===== config.mk =====
export PLATFORM = sky130hd
export DESIGN_NAME = inlier_count_sequencer_flat
export DESIGN_NICKNAME = d
export VERILOG_FILES = /design/src/rtl/inlier_count_sequencer_if.sv /design/src/rtl/inlier_count_sequencer.sv /design/src/flat_wrapper.sv
export SDC_FILE = /design/constraint.sdc
export NUM_CORES = 1
export LEC_CHECK = 0
export ABC_AREA = 1
export CORE_AREA = 2 2 230 232
export CTS_CLUSTER_SIZE = 40
export DETAILED_ROUTE_END_ITERATION = 7
export DIE_AREA = 0 0 232 234
export GPL_ROUTABILITY_DRIVEN = 0
export RECOVER_POWER = 25
export SYNTH_ARGS = -nofsm -noshare
export SYNTH_HDL_FRONTEND = slang
export SYNTH_SLANG_ARGS = --single-unit
export TNS_END_PERCENT = 10

===== constraint.sdc =====
create_clock -name clock -period 4.2 [get_ports clock]
set_clock_uncertainty 0.05 [all_clocks]
set_input_delay 0.63 -clock clock [delete_from_list [all_inputs] [get_ports clock]]
set_output_delay 0.63 -clock clock [all_outputs]
set_load 0.01 [all_outputs]

===== src/rtl/inlier_count_sequencer_if.sv =====
// Point-RAM read port and check_inlier handshake bundle.
// The master side is the sequencer; the slave side is the RAM plus check_inlier.
interface inlier_count_sequencer_if #(
   parameter int unsigned WORD_WIDTH = 32,
   parameter int unsigned ADDR_WIDTH = 20
);
   logic                    mem_ren;
   logic [ADDR_WIDTH-1:0]   mem_raddr;
   logic [3*WORD_WIDTH-1:0] mem_rdata;
   logic                    chk_ivalid;
   logic                    chk_iready;
   logic [3*WORD_WIDTH-1:0] chk_n;
   logic [3*WORD_WIDTH-1:0] chk_p;
   logic [WORD_WIDTH-1:0]   chk_d;
   logic [WORD_WIDTH-1:0]   chk_t;
   logic                    chk_ovalid;
   logic                    chk_oacknowledge;
   logic                    chk_inlier;

   modport master (
      output mem_ren, mem_raddr,
      input  mem_rdata,
      output chk_ivalid, chk_n, chk_p, chk_d, chk_t, chk_oacknowledge,
      input  chk_iready, chk_ovalid, chk_inlier
   );

   modport slave (
      input  mem_ren, mem_raddr,
      output mem_rdata,
      input  chk_ivalid, chk_n, chk_p, chk_d, chk_t, chk_oacknowledge,
      output chk_iready, chk_ovalid, chk_inlier
   );
endinterface


===== src/rtl/inlier_count_sequencer.sv =====
// Walks the point RAM for one plane hypothesis, feeds each point to check_inlier
// one at a time and reports the number of inliers found.
module inlier_count_sequencer #(
   parameter int unsigned WORD_WIDTH = 32,
   parameter int unsigned ADDR_WIDTH = 20
) (
   input  logic                    clock,
   input  logic                    reset,
   input  logic                    start,
   input  logic                    abort,
   input  logic [ADDR_WIDTH:0]     point_count,
   input  logic [3*WORD_WIDTH-1:0] plane_n,
   input  logic [WORD_WIDTH-1:0]   plane_d,
   input  logic [WORD_WIDTH-1:0]   threshold,
   output logic                    busy,
   output logic                    done,
   output logic [ADDR_WIDTH:0]     inlier_total,
   inlier_count_sequencer_if.master bus
);

   typedef enum logic [2:0] {
      IDLE,
      FETCH,
      WAIT_MEM,
      ISSUE,
      COLLECT,
      DONE
   } state_t;

   state_t state, state_next;

   logic [ADDR_WIDTH:0]     count_q;
   logic [ADDR_WIDTH:0]     index_q;
   logic [ADDR_WIDTH:0]     running_q;
   logic [ADDR_WIDTH:0]     total_q;
   logic [3*WORD_WIDTH-1:0] n_q;
   logic [3*WORD_WIDTH-1:0] p_q;
   logic [WORD_WIDTH-1:0]   d_q;
   logic [WORD_WIDTH-1:0]   t_q;

   logic [ADDR_WIDTH:0]     index_inc;
   logic [ADDR_WIDTH:0]     running_inc;
   logic                    last_point;

   assign index_inc   = index_q + {{ADDR_WIDTH{1'b0}}, 1'b1};
   assign running_inc = running_q + {{ADDR_WIDTH{1'b0}}, bus.chk_inlier};
   assign last_point  = (index_inc == count_q);

   always_ff @(posedge clock) begin
      if (!reset) begin
         state <= IDLE;
      end else begin
         state <= state_next;
      end
   end

   always_comb begin
      state_next = state;
      case (state)
         IDLE:     if (start && !abort) state_next = (point_count == '0) ? DONE : FETCH;
         FETCH:    state_next = WAIT_MEM;
         WAIT_MEM: state_next = ISSUE;
         ISSUE:    if (bus.chk_iready) state_next = COLLECT;
         COLLECT:  if (bus.chk_ovalid) state_next = last_point ? DONE : FETCH;
         DONE:     state_next = IDLE;
         default:  state_next = IDLE;
      endcase
      // abort overrides every transition out of a non-idle state, including a pending result
      if (abort && (state != IDLE)) state_next = IDLE;
   end

   always_comb begin
      busy                 = 1'b0;
      done                 = 1'b0;
      bus.mem_ren          = 1'b0;
      bus.chk_ivalid       = 1'b0;
      bus.chk_oacknowledge = 1'b0;
      case (state)
         FETCH: begin
            busy        = 1'b1;
            bus.mem_ren = 1'b1;
         end
         WAIT_MEM: busy = 1'b1;
         ISSUE: begin
            busy           = 1'b1;
            bus.chk_ivalid = 1'b1;
         end
         COLLECT: begin
            busy                 = 1'b1;
            bus.chk_oacknowledge = 1'b1;
         end
         DONE:    done = 1'b1;
         default: ;
      endcase
   end

   // total is written on entry to DONE so it is already valid while done is high
   always_ff @(posedge clock) begin
      if (!reset) begin
         count_q   <= '0;
         index_q   <= '0;
         running_q <= '0;
         total_q   <= '0;
         n_q       <= '0;
         p_q       <= '0;
         d_q       <= '0;
         t_q       <= '0;
      end else begin
         case (state)
            IDLE: begin
               if (start && !abort) begin
                  n_q       <= plane_n;
                  d_q       <= plane_d;
                  t_q       <= threshold;
                  count_q   <= point_count;
                  running_q <= '0;
                  index_q   <= '0;
                  if (point_count == '0) total_q <= '0;
               end
            end
            WAIT_MEM: begin
               if (!abort) p_q <= bus.mem_rdata;
            end
            COLLECT: begin
               if (!abort && bus.chk_ovalid) begin
                  running_q <= running_inc;
                  index_q   <= index_inc;
                  if (last_point) total_q <= running_inc;
               end
            end
            default: ;
         endcase
      end
   end

   assign inlier_total  = total_q;
   assign bus.mem_raddr = index_q[ADDR_WIDTH-1:0];
   assign bus.chk_n     = n_q;
   assign bus.chk_p     = p_q;
   assign bus.chk_d     = d_q;
   assign bus.chk_t     = t_q;

endmodule

===== src/flat_wrapper.sv =====
// flat-port wrapper written by rule: the top's interface ports become plain ports
module inlier_count_sequencer_flat 
#(
   parameter int unsigned WORD_WIDTH = 32,
   parameter int unsigned ADDR_WIDTH = 20
)
  (clock, reset, start, abort, point_count, plane_n, plane_d, threshold, busy, done, inlier_total, bus_mem_ren, bus_mem_raddr, bus_mem_rdata, bus_chk_ivalid, bus_chk_n, bus_chk_p, bus_chk_d, bus_chk_t, bus_chk_oacknowledge, bus_chk_iready, bus_chk_ovalid, bus_chk_inlier);
  inlier_count_sequencer_if #(.WORD_WIDTH(WORD_WIDTH), .ADDR_WIDTH(ADDR_WIDTH)) bus_i ();
  input  logic clock;
  input  logic reset;
  input  logic start;
  input  logic abort;
  input  logic [ADDR_WIDTH:0] point_count;
  input  logic [3*WORD_WIDTH-1:0] plane_n;
  input  logic [WORD_WIDTH-1:0] plane_d;
  input  logic [WORD_WIDTH-1:0] threshold;
  output logic busy;
  output logic done;
  output logic [ADDR_WIDTH:0] inlier_total;
  output wire logic [$bits(bus_i.mem_ren)-1:0] bus_mem_ren;
  output wire logic [$bits(bus_i.mem_raddr)-1:0] bus_mem_raddr;
  input wire logic [$bits(bus_i.mem_rdata)-1:0] bus_mem_rdata;
  output wire logic [$bits(bus_i.chk_ivalid)-1:0] bus_chk_ivalid;
  output wire logic [$bits(bus_i.chk_n)-1:0] bus_chk_n;
  output wire logic [$bits(bus_i.chk_p)-1:0] bus_chk_p;
  output wire logic [$bits(bus_i.chk_d)-1:0] bus_chk_d;
  output wire logic [$bits(bus_i.chk_t)-1:0] bus_chk_t;
  output wire logic [$bits(bus_i.chk_oacknowledge)-1:0] bus_chk_oacknowledge;
  input wire logic [$bits(bus_i.chk_iready)-1:0] bus_chk_iready;
  input wire logic [$bits(bus_i.chk_ovalid)-1:0] bus_chk_ovalid;
  input wire logic [$bits(bus_i.chk_inlier)-1:0] bus_chk_inlier;
  assign bus_mem_ren = bus_i.mem_ren;
  assign bus_mem_raddr = bus_i.mem_raddr;
  assign bus_i.mem_rdata = bus_mem_rdata;
  assign bus_chk_ivalid = bus_i.chk_ivalid;
  assign bus_chk_n = bus_i.chk_n;
  assign bus_chk_p = bus_i.chk_p;
  assign bus_chk_d = bus_i.chk_d;
  assign bus_chk_t = bus_i.chk_t;
  assign bus_chk_oacknowledge = bus_i.chk_oacknowledge;
  assign bus_i.chk_iready = bus_chk_iready;
  assign bus_i.chk_ovalid = bus_chk_ovalid;
  assign bus_i.chk_inlier = bus_chk_inlier;
  inlier_count_sequencer #(.WORD_WIDTH(WORD_WIDTH), .ADDR_WIDTH(ADDR_WIDTH)) u_core (.clock(clock), .reset(reset), .start(start), .abort(abort), .point_count(point_count), .plane_n(plane_n), .plane_d(plane_d), .threshold(threshold), .busy(busy), .done(done), .inlier_total(inlier_total), .bus(bus_i));
endmodule

======== Word level (Yosys, flattened, before mapping) ========
Cells that the tools add are included.
cells by class
  add/sub/neg operators ................... 2
  equal/unequal tests ..................... 12
  mux-type cells .......................... 21
  bitwise operators ....................... 2
  reductions and logical operators ........ 15
operators with widths
  kind                   count
  $mux 21                7
  $pmux 21 s2            3
  $add 21x1->21          1
  $add 21x1->21 const B  1
  $eq 21x21->1           1
  $logic_not 21->1       1
  $mux 3                 5
  $pmux 3 s5             1
  $ne 2x1->1 const B     4
  $eq 3x2->1 const B     2
  $eq 3x3->1 const B     2
  $reduce_and 3->1       2
  $mux 1                 5
  $reduce_and 5->1       1
  $ne 2x2->1 const B     2
  $reduce_and 2->1       2
  $reduce_or 4->1        1
  $eq 3x1->1 const B     1
  $logic_and 1x1->1      3
  $logic_not 3->1        1
  $reduce_bool 3->1      1
  $not 1->1              2
  $reduce_bool 2->1      1
  $reduce_or 2->1        1
  $logic_not 1->1        1
storage, ports and cells
  register bits ........................... 343
  bits of input ports ..................... 284
  output and inout port bits .............. 302
  logic and storage cells ................. 61

======== Depth between registers and ports, before layout ========
Gate-level depths: netlist of the first run.
  word-level depth ........................ 5
  depth in mapped cells ................... 19
  mapped depth without buffers ............ 18

======== Worst setup path before layout of the first run ========
OpenSTA, ideal clock, no wires.
  path type ............................... input to register
  start ................................... in bus_chk_inlier
  end ..................................... reg u_core.total_q[18] (netlist: u_core.inlier_total[18])
  library setup time ...................... 0.064 ns
  data arrival time ....................... 2.122 ns
  data required time ...................... 4.086 ns
  slack ................................... 1.964 ns
  stages on the path ...................... 14
  buffers on the path ..................... 0
  cell sequence ........................... ha_1 ha_1 nand2_1 nor2_1 nand2_1 nor2_1 nand4_1 nor2_1 nand2_1 o21bai_1 nand3_1 nand3_1 nand2_1 nor2_1
between the ends
  cells in the longest elaborated chain, start to end .. 4
RTL lines
  what                  RTL line                       text
  start, declared       flat_wrapper.sv:31             input wire logic [$bits(bus_i.chk_inlier)-1:0] bus_chk_inlier;
  $add 21x1->21         inlier_count_sequencer.sv:46   assign running_inc = running_q + {{ADDR_WIDTH{1'b0}}, bus.chk_inlier};
  $mux 21               inlier_count_sequencer.sv:128  if (last_point) total_q <= running_inc;
  $mux 21               inlier_count_sequencer.sv:125  if (!abort && bus.chk_ovalid) begin
  $pmux 21 s2           inlier_count_sequencer.sv:109  case (state)
  end signal, assigned  inlier_count_sequencer.sv:128
  end, declared         inlier_count_sequencer.sv:35   logic [ADDR_WIDTH:0] total_q;
Every way passes these cells. The select of a mux whose other input is x is not followed.
A chain may end at the register's enable or synchronous reset.

======== Final worst setup path of the first run ========
  start ................................... in abort
  end ..................................... reg u_core.n_q[58] (netlist: u_core.bus.chk_n[58])
between the ends
  cells in the longest elaborated chain, start to end .. 3
RTL lines
  what                               RTL line                       text
  start, declared                    flat_wrapper.sv:12             input logic abort;
  $logic_not 1->1                    inlier_count_sequencer.sv:111  if (start && !abort) begin
  $logic_and 1x1->1                  inlier_count_sequencer.sv:111
  $reduce_and 2->1 (no source line)  n/a
  end signal, assigned               inlier_count_sequencer.sv:112  n_q <= plane_n;
  end, declared                      inlier_count_sequencer.sv:36   logic [3*WORD_WIDTH-1:0] n_q;
Every way passes these cells.

==> metrics.yaml, run 1 <==
outcome:
  outcome: "finished with violations"
  violations: "capacitance limit, slew limit"
synthesis:
  synth_cells: 1918
  synth_cell_types: 40
  yosysSeqAreaShare: 0.495
  yosysWarningCount: 0
  synth_nets: 2205
  avgSynthCellArea_um2: 7.24
  synth_seq_cells: 343
  netlist_area_um2: 13900
die:
  top_level_ports: 586
  die_x_um: 232
  die_height_um: 234
  initial_core_util: 0.267
  die_area_um2: 54300
  rows: 84
  coreArea_um2: 52000
timing:
  period_needed_ns: 3.26
  setup_viol: 0
  fin_crit_sh: 0.776
  timing.fmax_mhz: 307
  holdWs_ns: 0.425
  grt_setup_unrepaired: "false"
  setup_tns_ns: 0
  slew_headroom: -0.413
  hold_violations: 0
  maxSlewViolCount: 265
  tightest_slew_ns: 2.12
place:
  place_inst: 3069
  io_buffer_count: 585
  dp_hpwl_mm: 39.1
clocking:
  ctsHoldBuffers: 0
  cts_resized: 0
  cts_setup_buffers: 0
  clock-sinks: 343
  clk_latency_ns: 0.54
  cts_tree: "done"
  htreeDepth: 2
  cts_made_buffers: 41
  cts-root-buf: "clkbuf_16"
  clk_pin_slew_ns: 0.06
  clockBufferDepth: 3
global_routing:
  grt_pass1_vias: 13900
  grt_pass1_wl_mm: 81.1
  antenna_found_initial: 9
  grt_max_degree: 196
  track_usage: 0.192
  grt_overflow_total: 0
min_path:
  hold-path-cell-count: 2
  hp-start: "u_core.bus.chk_d[6]"
  hold_class: "reg -> reg"
  hold_end: "u_core.bus.chk_d[6]"
layout:
  instances_no_fill: 3144
  final_nets: 2711
  area.sequential_um2: 6870
  final_core_util: 0.411
  syn_to_final_growth_pct: 53.9
  multiInputGateArea_um2: 6090
  fillCellCount: 5254
  drive_above_1_share: 0.0493
routing:
  drt_wl_total_mm: 54.3
  post_drt_wl_per_cell_um: 17.3
  drt_iter0_drc: 876
  firstDrtPassIters: 5
  vias: 14400
  drc: 0
  post_drt_via_cell_ratio: 4.58
  ant_nets: 0
power_and_ir_drop:
  pwr-share-comb: 0.230
  pwr_density_cell_nw_per_um2: 441
  power_switching_mw: 2.72
  swShare: 0.289
  p_int_mw: 6.70
  clock_power_share: 0.361
  leakage_nw: 8.48
  seqPwrFrac: 0.409
  ir_worst_vdd_uv: 254
worst_setup_path:
  crit_path_start_kind: "input pin"
  r2r_end: "u_core.bus.chk_n[58]"
  worst-r2r-cell-count: 8
  cp_max_fo: 167
  rrSetupSlack_ns: 1.05
  cp.required_ns: 4.63
  crit_type: "in -> reg"
  crit_arrival_ns: 3.69
  crit_start: "abort"
  end_kind: "register"
  reg2reg_from: "u_core.state[1]"
run:
  cap_viol_max_count: 2
## flip-flops by register name, summed over array words and instances, names as in the netlist
register,flops
u_core.running_q,21
u_core.inlier_total,21
u_core.index_q,21
u_core.bus.chk_n,96
u_core.count_q,21
u_core.state,3
u_core.bus.chk_t,32
u_core.bus.chk_d,32
u_core.bus.chk_p,96
## cells in the mapped netlist
library cell | instances | area share
nand2_1 | 195 | 0.053
o21bai_4 | 1 | 0.0014
nand3_2 | 3 | 0.0022
nor2_4 | 5 | 0.0041
a211oi_1 | 1 | 0.00054
o21bai_2 | 1 | 0.00081
a21o_1 | 1 | 0.00054
o211ai_1 | 1 | 0.00054
nor3_1 | 15 | 0.0054
inv_2 | 10 | 0.0027
nand3_1 | 74 | 0.027
xor2_1 | 1 | 0.00063
xnor2_1 | 2 | 0.0013
nor2_8 | 2 | 0.0029
nand3_4 | 1 | 0.0013
buf_4 | 25 | 0.014
buf_1 | 1 | 0.00027
a21oi_4 | 1 | 0.0012
ha_1 | 3 | 0.0027
inv_1 | 72 | 0.019
or2_2 | 3 | 0.0014
nor3b_4 | 1 | 0.0014
xor3_1 | 1 | 0.0017
dfxtp_1 | 343 | 0.49
nor2_1 | 615 | 0.17
xnor3_1 | 1 | 0.0016
o21ai_0 | 304 | 0.11
o21bai_1 | 2 | 0.0011
nand2_4 | 3 | 0.0024
clkbuf_1 | 93 | 0.025
buf_2 | 13 | 0.0047
nand2_2 | 14 | 0.0063
a21oi_1 | 76 | 0.027
nand3b_1 | 6 | 0.0032
nor2_2 | 5 | 0.0023
a31oi_1 | 1 | 0.00045
buf_6 | 1 | 0.00081
clkinv_1 | 2 | 0.00054
nand4_1 | 14 | 0.0063
nor4_1 | 5 | 0.0023
## power groups by stage
stage | clock network [mW] | registers [mW] | logic, mW
4_1_cts | 3.53 | 3.86 | 2.22
6_report | 3.40 | 3.85 | 2.17
5_1_grt | 3.67 | 3.90 | 2.39
3_3_place_gp | 0 | 3.90 | 2.20
2_1_floorplan | 0 | 4.04 | 0.820
3_5_place_dp | 0 | 3.92 | 2.21
## placed cells by master (no fill, tap or decap), types with 2 or more instances in the layout
cell             synthesis  routed
clkdlybuf4s50_1          0     503
clkbuf_16                0      41
o21ai_0                304     304
bufinv_16                0       2
inv_1                   72      74
ha_1                     3       3
inv_2                   10       8
xnor2_1                  2       2
nor2_1                 615     615
nor2_2                   5       5
nand2_4                  3       4
buf_4                   25       7
nand2_1                195     194
nor3_1                  15      15
clkbuf_1                93      12
nand3_1                 74      74
a21oi_1                 76      76
buf_12                   0       2
or2_2                    3       3
nand4_1                 14      14
diode_2                  0       4
nor2_4                   5       5
o21bai_1                 2       2
clkbuf_8                 0       4
nand2_2                 14      14
nor2_8                   2       2
nor4_1                   5       5
dlygate4sd3_1            0      81
clkinv_2                 0       8
inv_6                    0       2
dfxtp_1                343     343
nand3_2                  3       3
nand3b_1                 6       6
## cell families after synthesis
| kind of cell | share of synthesized area |
|---|---|
| AND/OR/NAND/NOR | 0.287 |
| AO/OA/AOI/OAI | 0.143 |
| flip-flops | 0.495 |
| buffers and inverters | 0.0671 |
| XOR/XNOR | 0.00523 |
| adder cells (fa/ha/maj) | 0.00270 |
## layer usage
metal | GRT usage | vias to the layer above | routed length (um)
met5 | 0 | - | 13
met2 | 0.343 | 436 | 27300
met4 | 0.0539 | 2 | 1130
met1 | 0.219 | 6724 | 21700
met3 | 0.0620 | 70 | 4120
li1 | - | 7172 | -
## worst max-delay path: stages
cell	delay (ns)
dlygate4sd3_1	0.62
nor2_1	0.28
nand2_4	0.10
clkinvlp_2	0.11
clkbuf_4	1.43
nor2_1	0.10
nor2_1	0.16
## worst max-delay path by stage
stage,end,slack (ns),depth (start not counted)
2_1_floorplan,u_core.inlier_total[18],1.96,14
3_3_place_gp,u_core.inlier_total[18],1.20,15
3_5_place_dp,u_core.inlier_total[18],1.16,15
4_1_cts,busy,1.21,7
5_1_grt,u_core.bus.chk_n[0],0.71,7
6_report,u_core.bus.chk_n[58],0.94,7
## through the flow
step	total power [mW]	instance area (um^2)	setup WS, ns
global placement	6.11	20100	1.20
global route	9.95	21400	0.711
detailed placement	6.13	20100	1.16
CTS	9.61	21400	1.21
floorplan	4.86	13900	1.96
finish	9.43	21400	0.939
## area by class of cell
type,count,area share
clock buffer,57,0.0527
tap,688,0.0403
antenna,4,0.000468
clock inverter,14,0.00626
inverter,84,0.0148
multi-input combinational,1358,0.285
sequential,343,0.321
timing repair buffer,596,0.279
No activity file was read; power rests on OpenSTA's default activity.
==> inputs of run 2 (changes only) <==
Settings changed: CORE_AREA 2 2 230 232 to 2 2 231 233, DIE_AREA 0 0 232 234 to 0 0 233 235.
Clock period 4.2 ns to 3.1 ns, I/O delays scaled along.
==> metrics.yaml, run 2 (synthesis gave the netlist of run 1 again) <==
outcome:
  outcome: "finished with violations"
  violations: "capacitance limit, slew limit"
die:
  coreArea_um2: 52200  # +0.40%
  initial_core_util: 0.266  # -0.00107
  die_area_um2: 54800  # +0.86%
  rows: 84  # unchanged
  die_x_um: 233  # +0.43%
  top_level_ports: 586  # unchanged
  die_height_um: 235  # +0.43%
worst_setup_path:
  crit_chain: "ha_1 > nand2_2 > nor2_4 > nand2_2 > nand2_1 > nand2_1 > nand2_1 > nand2_1 > nor2_1 > nand3_1 > nor2_1 > nand3_2 > nand2_8 > nand2_4 > nor2_1 > nor2_1"
  crit_path_start_kind: "register"
  cp_max_fo: 31  # -81%
  crit_family: "simple AND/OR/NAND/NOR gates"
  end_kind: "register"
  crit_buf_inv: 0  # -3
  crit_arrival_ns: 3.16  # -0.53 ns
  slowest_stage: "dfxtp_1"
  max_stage_delay_ns: 0.46  # -0.97 ns
  cp.required_ns: 3.49  # -1.14 ns
  crit_type: "reg -> reg"
routing:
  firstDrtPassIters: 5  # unchanged
  post_drt_via_cell_ratio: 4.60  # +0.33%
  ant_nets: 0  # unchanged
  drc: 0  # unchanged
  drt_wl_total_mm: 54.9  # +1.2%
  drt_iter0_drc: 774  # -12%
  vias: 14500  # +0.40%
  post_drt_wl_per_cell_um: 17.5  # +1.2%
timing:
  slew_headroom: -0.0604  # +0.353
  fin_crit_sh: 0.894
  hold_violations: 0  # unchanged
  timing.fmax_mhz: 361
  setup_tns_ns: 0  # unchanged
  tightest_slew_ns: 1.59  # -0.529 ns
  setup_viol: 0  # unchanged
  setup_ws_ns: 0.328  # -0.611 ns
  period_needed_ns: 2.77
  maxSlewViolCount: 96  # -64%
  holdWs_ns: 0.249  # -0.176 ns
  grt_setup_unrepaired: "false"
layout:
  instances_no_fill: 3146  # +0.064%
  final_cell_mix: "nor2_1 (614), clkdlybuf4s50_1 (497), dfxtp_1 (343)"
  final_common_cell: "nor2_1"
  drive_above_1_share: 0.0493  # about the same
  fin_area_um2: 21500  # +0.60%
  fillCellCount: 5288  # +0.65%
  area.sequential_um2: 6870  # unchanged
  final_nets: 2715  # +0.15%
  syn_to_final_growth_pct: 54.8
  final_core_util: 0.412  # +0.000791
  multiInputGateArea_um2: 6100  # +0.14%
clocking:
  cts_setup_buffers: 0  # unchanged
  cts-root-buf: "clkbuf_16"
  htreeDepth: 2  # unchanged
  ctsHoldBuffers: 0  # unchanged
  cts_tree: "done"
  clock-sinks: 343  # unchanged
  clk_pin_slew_ns: 0.07  # about the same
  clockBufferDepth: 3  # unchanged
  clk_latency_ns: 0.55  # about the same
  cts_made_buffers: 41  # unchanged
run:
  cap_viol_max_count: 1  # -1
place:
  placed_cell_area_um2: 20200  # +0.52%
  io_buffer_count: 585  # unchanged
  dp_slack_ns: 0.228  # -0.935 ns
  dp_hpwl_mm: 39.9  # +2.1%
  place_inst: 3073  # +0.13%
power_and_ir_drop:
  ir_worst_vdd_uv: 354  # +40%
  total_power_mw: 12.8  # +36%
  leakage_nw: 8.54  # +0.69%
  pwr_density_cell_nw_per_um2: 596  # +35%
global_routing:
  grt_pass1_wl_mm: 82.6  # +1.9%
  track_usage: 0.194  # +0.00165
  grt_max_degree: 168  # -14%
  grt_overflow_total: 0  # unchanged
  grt_pass1_vias: 14000  # +0.43%
  antenna_found_initial: 8  # -1
min_path:
  hold_class: "in -> reg"
## run 2: cell types whose count changed in the layout (fill, tap and decap cells not counted), moves of 2 or more
cell	delta
buf_12	+6
clkdlybuf4s50_1	-6
clkinv_8	+2
clkinv_2	-6
dlygate4sd3_1	+6
nand2_4	-2
inv_1	-2
clkbuf_1	+2
## run 2: timing repair
item                                    4_1_cts  5_1_grt
endpoints found under the setup margin        0        4
resized for setup                             0        1
endpoints found under the hold margin         0        0
## run 2: worst min-delay path, delay by kind of cell
kind                   cells  cell delay (ns)
and+or+nand+nor            1             0.04
buffers and inverters      1             0.18
AOI/OAI and AO/OA          1             0.11
## run 2: cell type report
class,count,area share
Clock buffer,60,0.0534
Multi-Input combinational cell,1358,0.284
Antenna cell,5,0.000582
Sequential cell,343,0.319
Inverter,84,0.0149
Tap cell,688,0.0400
Clock inverter,8,0.00559
Timing Repair Buffer,600,0.282
## run 2: routing by layer
layer  track usage  share of wire  vias up  routed length, um
met4        0.0566          0.022        0               1220
met3        0.0593          0.081       70               4430
met1         0.225           0.40     6714              21800
met5             0              0        -                  0
met2         0.339           0.50      496              27500
li1              -              -     7181                  -
## run 2: power by group
group	leakage (nW)	internal, mW	switching [mW]	total, mW
registers	2.80	4.93	0.288	5.22
clock network	0.616	2.73	1.93	4.66
logic	5.12	1.44	1.51	2.95
total	8.54	9.10	3.72	12.8
## run 2: path summary, 6_finish.rpt
| check | from | end | slack [ns] | cells past startpoint |
|---|---|---|---|---|
| max | u_core.index_q[0] | u_core.inlier_total[6] | 0.33 | 16 |
| min | reset | u_core.bus.chk_t[2] | 0.25 | 3 |
| max reg2reg | u_core.index_q[0] | u_core.inlier_total[6] | 0.33 | 16 |
| min reg2reg | u_core.bus.chk_n[34] | u_core.bus.chk_n[34] | 0.42 | 2 |
==> inputs of run 3 (changes only) <==
Settings changed: ABC_AREA 1 to not set, CORE_AREA 2 2 231 233 to 2 2 226 228, DIE_AREA 0 0 233 235 to 0 0 228 230.
==> metrics.yaml, run 3 <==
layout:
  final_cell_mix: "nand2_1 (649), clkdlybuf4s50_1 (535), dfxtp_1 (343)"
  drive_above_1_share: 0.0492  # -0.000154
  syn_to_final_growth_pct: 53.8
  final_core_util: 0.444  # +0.0323
  final_common_cell: "nand2_1"
  final_nets: 2556  # -5.9%
worst_setup_path:
  end_kind: "register"
  cp_max_fo: 21  # -32%
  cp.required_ns: 3.49  # about the same
  crit_path_start_kind: "register"
  reg2reg_from: "u_core.index_q[0]"
  worst-r2r-cell-count: 9  # -7
  crit_type: "reg -> reg"
  rrSetupSlack_ns: 0.29  # -0.04 ns
  r2r_end: "u_core.inlier_total[1]"
  crit_arrival_ns: 3.20  # +0.04 ns
synthesis:
  yosysMostFrequentCell: "nand2_1"
  netlist_area_um2: 14400  # +3.6%
  synth_top_cells_by_count: "nand2_1 (649), dfxtp_1 (343), a21boi_0 (294)"
  synth-edff-count: 0  # unchanged
  ys_top_cells_by_area: "dfxtp_1 (48%), nand2_1 (17%), a21boi_0 (15%)"
  synth_seq_cells: 343  # unchanged
  ys_async_sr_fraction: 0  # unchanged
  synth_cells: 1752  # -8.7%
  yosysWarningCount: 0  # unchanged
  yosysSeqAreaShare: 0.477  # -0.0172
  synth_cell_types: 59  # +48%
  synth.top_cell.area_share: 0.477  # -0.0172
  avgSynthCellArea_um2: 8.21  # +13%
  synthFlopType: "dfxtp_1"
  synth_nets: 2039  # -7.5%
  synth.largest_area_cell: "dfxtp_1"
die:
  top_level_ports: 586  # unchanged
  die_area_um2: 52400  # -4.2%
  coreArea_um2: 49900  # -4.5%
  die_x_um: 228  # -2.1%
  rows: 82  # -2.4%
  die_height_um: 230  # -2.1%
  initial_core_util: 0.288  # +0.0227
min_path:
  hp-start: "u_core.bus.chk_n[75]"
  hold-path-cell-count: 2  # -1
  hold_class: "reg -> reg"
  hold_end: "u_core.bus.chk_n[75]"
global_routing:
  grt_max_degree: 99  # -41%
  grt_overflow_total: 0  # unchanged
  grt_pass1_wl_mm: 78.4  # -5.2%
  grt_pass1_vias: 13600  # -2.3%
  track_usage: 0.189  # -0.00506
  antenna_found_initial: 11  # +3
clocking:
  ctsHoldBuffers: 0  # unchanged
  cts_resized: 0  # unchanged
  clockBufferDepth: 3  # unchanged
  htreeDepth: 2  # unchanged
  cts_made_buffers: 41  # unchanged
  cts_tree: "done"
  cts-root-buf: "clkbuf_16"
  cts_setup_buffers: 0  # unchanged
  clk_pin_slew_ns: 0.06  # about the same
  clock-sinks: 343  # unchanged
  clk_latency_ns: 0.55  # about the same
power_and_ir_drop:
  ir_worst_vdd_uv: 386  # +9.1%
  pwr_density_cell_nw_per_um2: 479  # -20%
  leakage_nw: 7.97  # -6.6%
routing:
  vias: 13700  # -5.5%
  firstDrtPassIters: 5  # unchanged
  drt_wl_total_mm: 51.3  # -6.6%
  drt_iter0_drc: 558  # -28%
  ant_nets: 0  # unchanged
  post_drt_wl_per_cell_um: 17.2  # -1.3%
  post_drt_via_cell_ratio: 4.59  # -0.25%
  drc: 0  # unchanged
timing:
  setup_viol: 0  # unchanged
  hold_violations: 0  # unchanged
  fin_crit_sh: 0.907  # +0.0125
  setup_ws_ns: 0.289  # -0.0389 ns
  period_needed_ns: 2.81  # +0.0389 ns
  setup_tns_ns: 0  # unchanged
  maxSlewViolCount: 97  # +1.0%
  slew_headroom: -0.263  # -0.202
  timing.fmax_mhz: 356  # -1.4%
  grt_setup_unrepaired: "false"
  tightest_slew_ns: 1.89  # +0.304 ns
place:
  io_buffer_count: 585  # unchanged
  dp_slack_ns: 0.189  # -0.0393 ns
  dp_hpwl_mm: 37.1  # -7.0%
run:
  cap_viol_max_count: 1  # unchanged
outcome:
  violations: "capacitance limit, slew limit"
  outcome: "finished with violations"
## run 3: cell count changes in the layout (fill, tap and decap cells not counted), moves of 16 or more
cell	before	now
dlygate4sd3_1	87	49
nor2_1	614	40
nand2_1	195	649
inv_1	72	5
xor2_1	1	22
xnor2_1	2	25
buf_4	6	27
clkdlybuf4s50_1	497	535
a21boi_0	0	294
a21oi_1	76	24
o21ai_0	304	24
nor2b_1	0	16
mux2i_1	0	21
nand3_1	74	28
## run 3: cell type report
type,instances,area [um^2]
antenna,9,22.5
clock buffer,63,1230
clock inverter,9,133
fill,4927,27700
inverter,5,18.8
multi-input combinational,1254,6760
sequential,343,6870
tap,672,841
timing repair buffer,624,6250
## run 3: report_power, final
group,total (mW),internal [mW],switching (mW)
clock network,4.88,2.98,1.90
logic,1.13,0.654,0.474
registers,4.61,4.54,0.0697
total,10.6,8.17,2.44
## run 3: routing by layer
layer / vias to the layer above / GRT usage / share of wire
met1: 6293 / 0.215 / 0.40
met3: 95 / 0.0668 / 0.085
met5: - / 0 / 0.00055
li1: 6793 / - / -
met2: 474 / 0.318 / 0.48
met4: 4 / 0.0842 / 0.036
## run 3: cell families (layout without fill, tap and decap cells)
kind of cell / after synthesis / after routing / share of synthesized area
xor gates and xnor gates: 47 / 47 / 0.0286
muxes: 21 / 21 / 0.0146
DFF: 343 / 343 / 0.477
adders and majority gates: 3 / 3 / 0.00261
other: 0 / 9 / 0
and+or+nand+nor: 812 / 812 / 0.237
AOI/OAI and AO/OA: 371 / 371 / 0.187
buffers and inverters: 155 / 701 / 0.0528
## run 3: worst max-delay path by stage
stage / slack, ns / cells past startpoint / endpoint / startpoint
after global routing: 0.06 / 9 / u_core.inlier_total[0] / u_core.index_q[0]
final: 0.29 / 9 / u_core.inlier_total[1] / u_core.index_q[0]
after floorplan: 0.57 / 10 / u_core.inlier_total[0] / u_core.index_q[0]
after detailed placement: 0.19 / 7 / u_core.running_q[3] / abort
after global placement: 0.29 / 7 / u_core.running_q[20] / abort
after CTS: 0.31 / 9 / u_core.inlier_total[13] / u_core.index_q[0]
## run 3: per-stage QoR
step	total power, mW	hold WS (ns)	instances	cell area (um^2)
6_report	10.6	0.408	2979	22100
5_1_grt	11.0	0.403	2978	22100
4_1_cts	10.8	0.376	2970	22100
3_5_place_dp	5.85	0.405	2898	20800
3_3_place_gp	5.84	0.398	2898	20800
2_1_floorplan	5.10	0.395	1752	14400
## run 3: critical path, stage by stage (launching register included)
cell       delay [ns]
dfxtp_1          0.49
ha_1             0.32
nand3_2          0.18
nor3_1           0.25
nand3_1          0.19
xnor2_1          0.18
a2111oi_2        0.44
a32oi_2          0.23
buf_12           0.21
mux2i_1          0.13
